<file path="src/rtl/kronos_mem_arbiter.sv">
// Two-port (instruction fetch / load-store) arbiter in front of a single-ported SRAM.
// Data wins by default; a starved instruction port is forced through after STARVE_LIMIT denials.
module kronos_mem_arbiter #(
    parameter int unsigned STARVE_LIMIT = 4
) (
    input  logic        clk,
    input  logic        rstz,

    input  logic [31:0] instr_addr,
    input  logic        instr_req,
    output logic        instr_gnt,
    output logic        instr_ack,
    output logic [31:0] instr_data,

    input  logic [31:0] data_addr,
    input  logic [31:0] data_wdata,
    input  logic [3:0]  data_mask,
    input  logic        data_we,
    input  logic        data_req,
    output logic        data_gnt,
    output logic        data_ack,
    output logic [31:0] data_rdata,

    output logic        mem_en,
    output logic        mem_we,
    output logic [31:0] mem_addr,
    output logic [31:0] mem_wdata,
    output logic [3:0]  mem_mask,
    input  logic [31:0] mem_rdata
);

    localparam logic [3:0] StarveMax = 4'(STARVE_LIMIT);

    logic [3:0] starve_q, starve_d;
    logic       instr_ack_q, data_ack_q;
    logic       instr_force;

    always_comb begin
        instr_force = instr_req && (starve_q >= StarveMax);

        // Grants are gated by rstz so nothing is issued while reset is held.
        data_gnt  = rstz && data_req && !instr_force;
        instr_gnt = rstz && instr_req && !data_gnt;

        mem_en    = 1'b0;
        mem_we    = 1'b0;
        mem_addr  = 32'h0;
        mem_wdata = 32'h0;
        mem_mask  = 4'h0;
        if (data_gnt) begin
            mem_en    = 1'b1;
            mem_we    = data_we;
            mem_addr  = data_addr;
            mem_wdata = data_wdata;
            mem_mask  = data_mask;
        end else if (instr_gnt) begin
            mem_en    = 1'b1;
            mem_addr  = instr_addr;
            mem_mask  = 4'hF;
        end

        starve_d = 4'h0;
        if (instr_req && !instr_gnt) begin
            starve_d = (starve_q >= StarveMax) ? StarveMax : starve_q + 4'h1;
        end
    end

    always_ff @(posedge clk or negedge rstz) begin
        if (!rstz) begin
            starve_q    <= 4'h0;
            instr_ack_q <= 1'b0;
            data_ack_q  <= 1'b0;
        end else begin
            starve_q    <= starve_d;
            instr_ack_q <= instr_gnt;
            data_ack_q  <= data_gnt;
        end
    end

    assign instr_ack  = instr_ack_q;
    assign data_ack   = data_ack_q;
    assign instr_data = mem_rdata;
    assign data_rdata = mem_rdata;

endmodule

</file>
<file path="config.mk">
export PLATFORM = sky130hd
export DESIGN_NAME = kronos_mem_arbiter
export DESIGN_NICKNAME = d
export VERILOG_FILES = /design/src/rtl/kronos_mem_arbiter.sv
export SDC_FILE = /design/constraint.sdc
export NUM_CORES = 1
export LEC_CHECK = 0
export ABC_AREA = 1
export CAP_MARGIN = 15
export CORE_AREA = 5 5 103 105
export DETAILED_ROUTE_END_ITERATION = 8
export DIE_AREA = 0 0 108 110
export PLACE_DENSITY = 0.77
export SETUP_SLACK_MARGIN = 0.2
export SKIP_CTS_REPAIR_TIMING = 1
export SLEW_MARGIN = 20
export SYNTH_ARGS = -nofsm -noshare
export SYNTH_HDL_FRONTEND = slang
export SYNTH_SLANG_ARGS = --single-unit
</file>
<file path="constraint.sdc">
create_clock -name clk -period 1.5 [get_ports clk]
set_input_delay 0.225 -clock clk [delete_from_list [all_inputs] [get_ports clk]]
set_output_delay 0.225 -clock clk [all_outputs]
set_load 0.02 [all_outputs]
</file>
==> flow_metrics.py <==
metrics = {
    "route": {
        "wl_um": 8740,
        "routed_via_density": 4.04,
        "wl_per_cell_um": 16.3,
        "antenna_left": 0,
        "drt_iter0_markers": 71,
        "drt-pass1-iter-count": 6,
        "dr_total_vias": 2164,
        "drc_errors": 0,
    },
    "layout": {
        "drive_above_1_share": 0.462,
        "final_nets": 543,
        "diodes": 0,
        "seq_area_um2": 150,
        "utilization": 0.376,
        "syn_to_final_growth_pct": 134,
        "fillerInstances": 979,
        "final_cells": 536,
        "multi_input_area_um2": 921,
    },
    "synth": {
        "yosys_register_bits": 6,
        "yosysWarnings": 0,
        "avgSynthCellArea_um2": 5.57,
        "ys_types": 15,
        "synthCells": 275,
        "synth_fp_nets": 413,
        "seq_area_frac_synth": 0.0980,
        "synthesis.area_um2": 1530,
    },
    "placement": {
        "hpwl_um": 6440,
        "portBuffers": 178,
        "gp_congestion": 0.807,
        "place_inst": 523,
    },
    "cts": {
        "numCtsBuffers": 3,
        "cts_tree": "yes",
        "htree_levels": 1,
        "path_clk_slew_ns": 0.03,
        "clk_path_buf_depth": 2,
        "clock_latency_ns": 0.22,
        "cts_root_buffer": "clkbuf_8",
        "cts_sinks": 6,
    },
    "timing": {
        "finalWorstSetupSlack_ns": -0.205,
        "period_needed_ns": 1.70,
        "grt_setup_unrepaired": "yes",
        "hold_viol": 0,
        "setup_viol": 71,
        "finalCritPeriodShare": 1.14,
        "fin_worst_skew_ns": 0.000116,
        "slew_violations": 0,
        "max_freq_ghz": 0.587,
    },
    "status": {
        "failed_checks": "setup timing",
        "status": "complete, but fails checks",
    },
    "global_routing": {
        "grt_pass1_wl_um": 11100,
        "grt_max_degree": 34,
        "first_global_vias": 2217,
        "grt_usage": 0.118,
        "antenna_found_initial": 0,
        "grt.overflow.total": 0,
    },
    "critical_path": {
        "cp-end-kind": "primary output",
        "cp_max_fo": 7,
        "worstPathArrival_ns": 1.48,
        "critPathLaunchType": "flop",
        "required_ns": 1.27,
        "worstSetupPathType": "reg -> out",
    },
    "floorplanning": {
        "num_rows": 36,
        "ios": 275,
        "initial_core_util": 0.161,
        "die_w_um": 108,
        "dieArea_um2": 11900,
        "die_h_um": 110,
        "core_area_um2": 9550,
    },
    "pwr": {
        "power_mw": 1.45,
        "irDropWorstVdd_mv": 0.640,
        "p_leak_nw": 1.84,
        "powerDensity_nw_per_um2": 403,
    },
    "worst_hold_path": {
        "hp-class": "in -> async",
    },
    "job": {
        "max-cap-violations": 0,
    },
}
## critical path, stage by stage, from the launching register on
cell and delay [ns]:
dfrtp_1 0.40, o21ai_4 0.22, nand2_8 0.14, clkinv_8 0.10
clkbuf_16 0.15, nand2_1 0.06, nand2_2 0.07, buf_6 0.11
## synthesized netlist by cell type
master / instances / share of area
buf_6: 8 / 0.059
dfrtp_1: 6 / 0.098
nand3_1: 32 / 0.10
nor3_1: 1 / 0.0033
o2111ai_1: 2 / 0.011
nor2_1: 35 / 0.086
ha_1: 1 / 0.0082
inv_2: 2 / 0.0049
inv_1: 39 / 0.096
buf_2: 5 / 0.016
buf_4: 64 / 0.31
conb_1: 1 / 0.0024
nand2_1: 76 / 0.19
nand2_2: 2 / 0.0082
o21ai_1: 1 / 0.0033
## where the power goes
group | leakage (nW) | total [mW] | internal (mW) | switching, mW
clock network | 0.0216 | 0.237 | 0.172 | 0.0652
registers | 0.0782 | 0.177 | 0.171 | 0.00596
logic | 1.74 | 1.03 | 0.572 | 0.463
total | 1.84 | 1.45 | 0.915 | 0.534
## cell usage in the layout (no fill, tap or decap), types with 2 or more instances in the layout
master,n
dlymetal6s2s_1,5
nand2_4,5
dfrtp_1,6
buf_6,50
buf_12,4
nor2_1,14
inv_1,38
nor2_4,4
nand3_1,29
nor2_2,17
nand2_2,53
nand3_2,2
clkbuf_16,6
clkdlybuf4s50_1,101
nand2_1,19
o2111ai_1,2
clkbuf_8,3
buf_4,34
## metal layers
metal | GRT usage | vias up | wire length [um]
met5 | 0 | - | 0
li1 | - | 1008 | -
met1 | 0.131 | 960 | 3100
met3 | 0.0478 | 53 | 962
met4 | 0.0586 | 0 | 403
met2 | 0.195 | 143 | 4280
## flip-flops by register name, indices dropped and copies added (netlist names)
| register | count |
|---|---|
| starve_q | 4 |
| data_ack | 1 |
| instr_ack | 1 |
## area by class of cell
type	count	area share
repair buffers	202	0.596
multi-input cells	151	0.256
inverters	41	0.0477
well taps	133	0.0463
flip-flops and latches	6	0.0418
clock buffers	3	0.0115
## through the flow
step | hold slack (ns) | setup slack [ns] | area (um^2) | setup TNS (ns)
6_report | 0.0864 | -0.205 | 3590 | -11.57
5_1_grt | 0.0968 | -0.287 | 3590 | -17.46
4_1_cts | 0.424 | -0.774 | 3150 | -48.29
3_5_place_dp | 0.450 | -0.776 | 3110 | -48.23
3_3_place_gp | 0.450 | -0.754 | 3110 | -47.07
2_1_floorplan | -0.0706 | 0.109 | 1610 | 0
## path summary, 6_finish.rpt
path                                from              to  slack, ns  cells past startpoint
setup / recovery             starve_q[2]     mem_addr[7]      -0.20                      7
hold / removal                      rstz     starve_q[3]       0.09                      3
setup reg to reg             starve_q[2]       instr_ack       0.17                      6
hold reg to reg              starve_q[0]     starve_q[0]       0.58                      3
max in group asynchronous           rstz       instr_ack       1.30                      3
min in group clk           mem_rdata[15]  instr_data[15]       0.45                      0
## logic make-up after synthesis
kind of cell | synth area share
AO/OA/AOI/OAI | 0.0147
adder cells (fa/ha/maj) | 0.00816
buffers and inverters | 0.489
flip-flops | 0.0980
other | 0.00245
AND/OR/NAND/NOR | 0.388
(Power assumes the default switching activity.)
